$ cat src/rtl/reorder_buffer.sv
// reorder_buffer: in-order retirement controller.
// Allocates a rename tag (the tail pointer) per issued instruction and
// captures results from the common data bus. Entries retire strictly in
// issue order, one per cycle, through a registered commit port.
// Ports:
//   clk_in, rst_in (sync, active-high), rdy_in (global enable)
//   issue_valid/issue_rd -> issue_tag, rob_full (combinational)
//   cdb_valid/cdb_tag/cdb_value : result broadcast
//   flush_in                    : drop every in-flight entry
//   commit_signal/commit_rd_value/commit_rd_tag/commit_rd_id : registered
module reorder_buffer #(
  parameter int ROB_WIDTH = 4
) (
  input  logic                 clk_in,
  input  logic                 rst_in,
  input  logic                 rdy_in,
  input  logic                 issue_valid,
  input  logic [4:0]           issue_rd,
  output logic [ROB_WIDTH-1:0] issue_tag,
  output logic                 rob_full,
  input  logic                 cdb_valid,
  input  logic [ROB_WIDTH-1:0] cdb_tag,
  input  logic [31:0]          cdb_value,
  input  logic                 flush_in,
  output logic                 commit_signal,
  output logic [31:0]          commit_rd_value,
  output logic [ROB_WIDTH-1:0] commit_rd_tag,
  output logic [4:0]           commit_rd_id
);
  localparam int DEPTH = 1 << ROB_WIDTH;

  logic [DEPTH-1:0]         busy_q, busy_d, ready_q, ready_d;
  logic [DEPTH-1:0][4:0]    rd_q, rd_d;
  logic [DEPTH-1:0][31:0]   value_q, value_d;
  logic [ROB_WIDTH-1:0]     head_q, head_d, tail_q, tail_d;
  logic [ROB_WIDTH:0]       count_q, count_d;
  logic                     csig_q, csig_d;
  logic [31:0]              cval_q, cval_d;
  logic [ROB_WIDTH-1:0]     ctag_q, ctag_d;
  logic [4:0]               cid_q, cid_d;

  logic do_issue, do_retire, do_wb;

  // One slot stays free so the retiring tag never equals the tag on offer.
  assign rob_full  = (count_q == (ROB_WIDTH+1)'(DEPTH-1));
  assign issue_tag = tail_q;

  // All decisions use pre-edge state, so a CDB write to head only makes
  // it retire-eligible on the following edge.
  assign do_issue  = issue_valid & ~rob_full;
  assign do_retire = busy_q[head_q] & ready_q[head_q];
  assign do_wb     = cdb_valid & busy_q[cdb_tag];

  always_comb begin
    busy_d  = busy_q;
    ready_d = ready_q;
    rd_d    = rd_q;
    value_d = value_q;
    head_d  = head_q;
    tail_d  = tail_q;
    count_d = count_q;
    csig_d  = 1'b0;
    cval_d  = cval_q;
    ctag_d  = ctag_q;
    cid_d   = cid_q;
    if (flush_in) begin
      busy_d  = '0;
      ready_d = '0;
      head_d  = '0;
      tail_d  = '0;
      count_d = '0;
    end else begin
      if (do_wb) begin
        ready_d[cdb_tag] = 1'b1;
        value_d[cdb_tag] = cdb_value;
      end
      // Retire clears after writeback so a late CDB hit on the retiring
      // head cannot resurrect it.
      if (do_retire) begin
        csig_d          = 1'b1;
        cval_d          = value_q[head_q];
        ctag_d          = head_q;
        cid_d           = rd_q[head_q];
        busy_d[head_q]  = 1'b0;
        ready_d[head_q] = 1'b0;
        head_d          = head_q + ROB_WIDTH'(1);
      end
      // tail is never busy (free slot reserve), so this cannot collide
      // with the writeback or retire above.
      if (do_issue) begin
        busy_d[tail_q]  = 1'b1;
        ready_d[tail_q] = 1'b0;
        rd_d[tail_q]    = issue_rd;
        tail_d          = tail_q + ROB_WIDTH'(1);
      end
      if (do_issue && !do_retire)      count_d = count_q + (ROB_WIDTH+1)'(1);
      else if (!do_issue && do_retire) count_d = count_q - (ROB_WIDTH+1)'(1);
    end
  end

  always_ff @(posedge clk_in) begin
    if (rst_in) begin
      busy_q  <= '0;
      ready_q <= '0;
      rd_q    <= '0;
      value_q <= '0;
      head_q  <= '0;
      tail_q  <= '0;
      count_q <= '0;
      csig_q  <= 1'b0;
      cval_q  <= '0;
      ctag_q  <= '0;
      cid_q   <= '0;
    end else if (rdy_in) begin
      busy_q  <= busy_d;
      ready_q <= ready_d;
      rd_q    <= rd_d;
      value_q <= value_d;
      head_q  <= head_d;
      tail_q  <= tail_d;
      count_q <= count_d;
      csig_q  <= csig_d;
      cval_q  <= cval_d;
      ctag_q  <= ctag_d;
      cid_q   <= cid_d;
    end
  end

  assign commit_signal   = csig_q;
  assign commit_rd_value = cval_q;
  assign commit_rd_tag   = ctag_q;
  assign commit_rd_id    = cid_q;
endmodule

$ cat config.mk
export PLATFORM = sky130hd
export DESIGN_NAME = reorder_buffer
export DESIGN_NICKNAME = d
export VERILOG_FILES = /design/src/rtl/reorder_buffer.sv
export SDC_FILE = /design/constraint.sdc
export NUM_CORES = 1
export LEC_CHECK = 0
export CAP_MARGIN = 15
export CORE_ASPECT_RATIO = 0.75
export CORE_MARGIN = 8
export CORE_UTILIZATION = 55
export DETAILED_ROUTE_END_ITERATION = 7
export HOLD_SLACK_MARGIN = 0.06
export PLACE_DENSITY = 0.73
export SLEW_MARGIN = 20
export SYNTH_ARGS = -nofsm -noshare
export SYNTH_HDL_FRONTEND = slang
export SYNTH_SLANG_ARGS = --single-unit
$ cat constraint.sdc
create_clock -name clk_in -period 5.8 [get_ports clk_in]
set_clock_uncertainty 0.15 [all_clocks]
set_input_delay 1.45 -clock clk_in [delete_from_list [all_inputs] [get_ports clk_in]]
set_output_delay 1.45 -clock clk_in [all_outputs]
set_load 0.02 [all_outputs]
==> impl_metrics.json <==
{
  "drc_errors": 0,
  "yosys_warnings": 0,
  "cp_data_required_time_ns": 6.17,
  "power.total_mw": 9.26,
  "fin_area_um2": 32900,
  "area_growth_pct": 11.4,
  "timing.final.ws_setup_ns": 1.75,
  "pre_cts_slack_ns": 1.22,
  "dpl_cell_area_um2": 30700,
  "cts_setup_buffers": 0,
  "synth_simple_gate_area_share_pct": 16.6,
  "worst_slew_pin_slew_ns": 1.16,
  "endpoint_kind": "flop",
  "pwr-share-comb_pct": 2.9,
  "slowest_stage": "dfxtp_2",
  "slowest_delay_ns": 0.97,
  "synthXorXnorAreaFrac_pct": 0.0890,
  "dp_hpwl_um": 50600,
  "setup_viol_count_final": 0,
  "min_from": "value_q[479]",
  "startpoint": "head_q[2]",
  "max_freq_mhz": 247,
  "wl_um": 85200,
  "fillCellCount": 4358,
  "synthAdderAreaFrac_pct": 0.576,
  "multi_input_area_um2": 14800,
  "synth_edf_count": 0,
  "ant_nets": 0,
  "switchingPower_mw": 2.03,
  "cp_max_fo": 30,
  "setup-tns-final_ns": 0,
  "pwr-share-seq_pct": 50.4,
  "synth_top_family_by_area": "multiplexers",
  "r2r-start": "head_q[2]",
  "hp-class": "flop to flop",
  "first_global_vias": 23600,
  "gp_congestion": 0.827,
  "relSlewSlack_pct": 22.5,
  "grt_max_degree": 238,
  "dieArea_um2": 61400,
  "rsz0062_at_grt": "no",
  "intPower_mw": 7.23,
  "drtPass1Iterations": 6,
  "cp_common_cell": "nand2_1",
  "drv_slew": 0,
  "syn_avg_cell_area_um2": 9.23,
  "viasPerCell": 6.22,
  "cts_resized": 0,
  "die_x_um": 284,
  "stdcell_count": 3884,
  "cts_made_buffers": 66,
  "p_leak_nw": 11.8,
  "synth_ff_type": "dfxtp_1",
  "core_um2": 53000,
  "rrSetupSlack_ns": 1.75,
  "yosysSeqAreaShare_pct": 46.0,
  "grt_pass1_wl_um": 133000,
  "antenna_found_initial": 5,
  "start_kind": "flop",
  "routedWlPerCell_um": 21.9,
  "power.density_nw_per_um2": 282,
  "finalHoldViolations": 0,
  "rows": 73,
  "start_util_pct": 55.7,
  "period_minus_slack_ns": 4.05,
  "portBuffers": 93,
  "cts_hold_buf": 0,
  "synth_cells": 3199,
  "status": "completed",
  "reg2regPathDepth": 12,
  "ys_seq_elements": 679,
  "num_io_pins": 94,
  "drive_above_1_share_pct": 13.1,
  "path_depth": 12,
  "path_class": "flop to flop",
  "syn_nets": 3259,
  "ir_worst_vdd_uv": 233,
  "syn-cell-area_um2": 29500,
  "pwr-share-clk_pct": 46.7,
  "critPathBufInv": 0,
  "cts_tree": "done",
  "cts_max_path_buffers": 3,
  "timing.rr.end": "count_q[4]",
  "clock-root-buffer": "clkbuf_16",
  "post-place-cells": 3765,
  "grt_overflow": 0,
  "crit_end": "count_q[4]",
  "synthArstFlopShare_pct": 0,
  "grt_use_total_pct": 26.8,
  "drt_iter0_drc": 3160,
  "insertion_delay_ns": 0.60,
  "synth-compound-area-share_pct": 11.0,
  "path_clk_slew_ns": 0.06,
  "cts_max_level": 3,
  "swShare_pct": 21.9,
  "cts_sinks": 679,
  "path_cells": "mux4_1 > mux2_2 > o211a_1 > nor2_1 > nand2_1 > fa_1 > a21o_1 > a21oi_1 > xnor2_1 > o32ai_1 > nand2_1 > a31oi_1",
  "critical_path.top_delay_family": "compound AO/OA/AOI/OAI gates",
  "synth_mux_area_share_pct": 21.4,
  "die_y_um": 217,
  "nNetsFinal": 3181,
  "yosysUniqueCellTypes": 62,
  "vias": 24200,
  "worstPathArrival_ns": 4.42,
  "period_share_pct": 69.9,
  "ff_latch_area_um2": 13600,
  "drv_cap": 0
}
## sequential cells by signal, summed over array words and instances, names as in the netlist, 5 cells and up
name             flops
value_q            512
rd_q                80
commit_rd_value     32
busy_q              16
ready_q             16
commit_rd_id         5
count_q              5
## worst min-delay path, delay by kind of cell (launching register included)
kind / cells / cell delay (ns)
and+or+nand+nor: 1 / 0.05
AOI/OAI and AO/OA: 1 / 0.05
DFF: 1 / 0.31
## Yosys cell counts, types with 18 or more instances
master,count,area [um^2]
nand2_1,933,3500
o21ai_0,21,105
mux4_2,197,4440
buf_2,46,230
nor2_1,194,728
mux2i_1,180,1800
a21oi_2,18,158
clkbuf_1,214,803
a21oi_1,479,2400
nand3_1,54,270
nor3_1,27,135
dfxtp_1,679,13600
## metrics by stage
stage | utilization [%] | hold slack, ns
after floorplan | - | 0.283
after CTS | 62.1 | 0.302
after global placement | 58.0 | 0.288
after global routing | 62.1 | 0.315
after detailed placement | 58.0 | 0.295
final | 62.1 | 0.303
## how the worst min path moves through the flow
stage	endpoint	depth (start not counted)	slack [ns]
5_1_grt	value_q[479]	2	0.32
2_1_floorplan	value_q[320]	2	0.28
3_3_place_gp	value_q[444]	2	0.29
6_report	value_q[479]	2	0.30
4_1_cts	value_q[479]	2	0.30
3_5_place_dp	value_q[469]	2	0.29
## power groups by stage
stage	clock network, mW	registers [mW]	logic, mW
4_1_cts	4.37	4.67	0.261
3_3_place_gp	0	4.77	0.255
2_1_floorplan	0	4.77	0.160
5_1_grt	4.56	4.66	0.286
3_5_place_dp	0	4.77	0.261
6_report	4.33	4.67	0.268
## layer usage
metal	track usage (%)	up-vias	share of wire [%]
li1	-	10800	-
met1	37.5	11900	42
met2	41.9	1242	45
met3	5.45	191	10
met4	8.09	6	2.7
met5	0	-	0.043
## logic make-up (layout without fill, tap and decap cells)
group           count (synthesis)  after routing
compound gates                581            581
xor+xnor                        3              3
fa+ha+maj                      13             13
buf+inv                       300            271
flops                         679            679
mux                           381            381
other cells                     0              2
simple gates                 1242           1242
## placed cells by master, fill, tap and decap left out, types with 10 or more instances in the layout
cell / count
a221o_1: 15
mux4_2: 197
buf_4: 44
clkbuf_8: 15
o21ai_0: 21
a21oi_2: 17
dfxtp_1: 675
nor3_1: 19
clkdlybuf4s50_1: 92
clkbuf_1: 18
mux2i_1: 180
ha_1: 12
nand3_1: 54
clkinv_2: 10
clkbuf_16: 72
nor3_2: 10
a21oi_1: 479
nand2_1: 930
a31o_2: 11
nor2_1: 193
## area by class of cell
| cell class | count | share of cell area, % |
|---|---|---|
| Timing Repair Buffer | 145 | 4.34 |
| Sequential cell | 679 | 41.4 |
| Clock inverter | 12 | 0.270 |
| Tap cell | 712 | 2.71 |
| Inverter | 9 | 0.103 |
| Antenna cell | 2 | 0.0152 |
| Clock buffer | 105 | 6.31 |
| Multi-Input combinational cell | 2220 | 44.9 |
(Power assumes the default switching activity.)
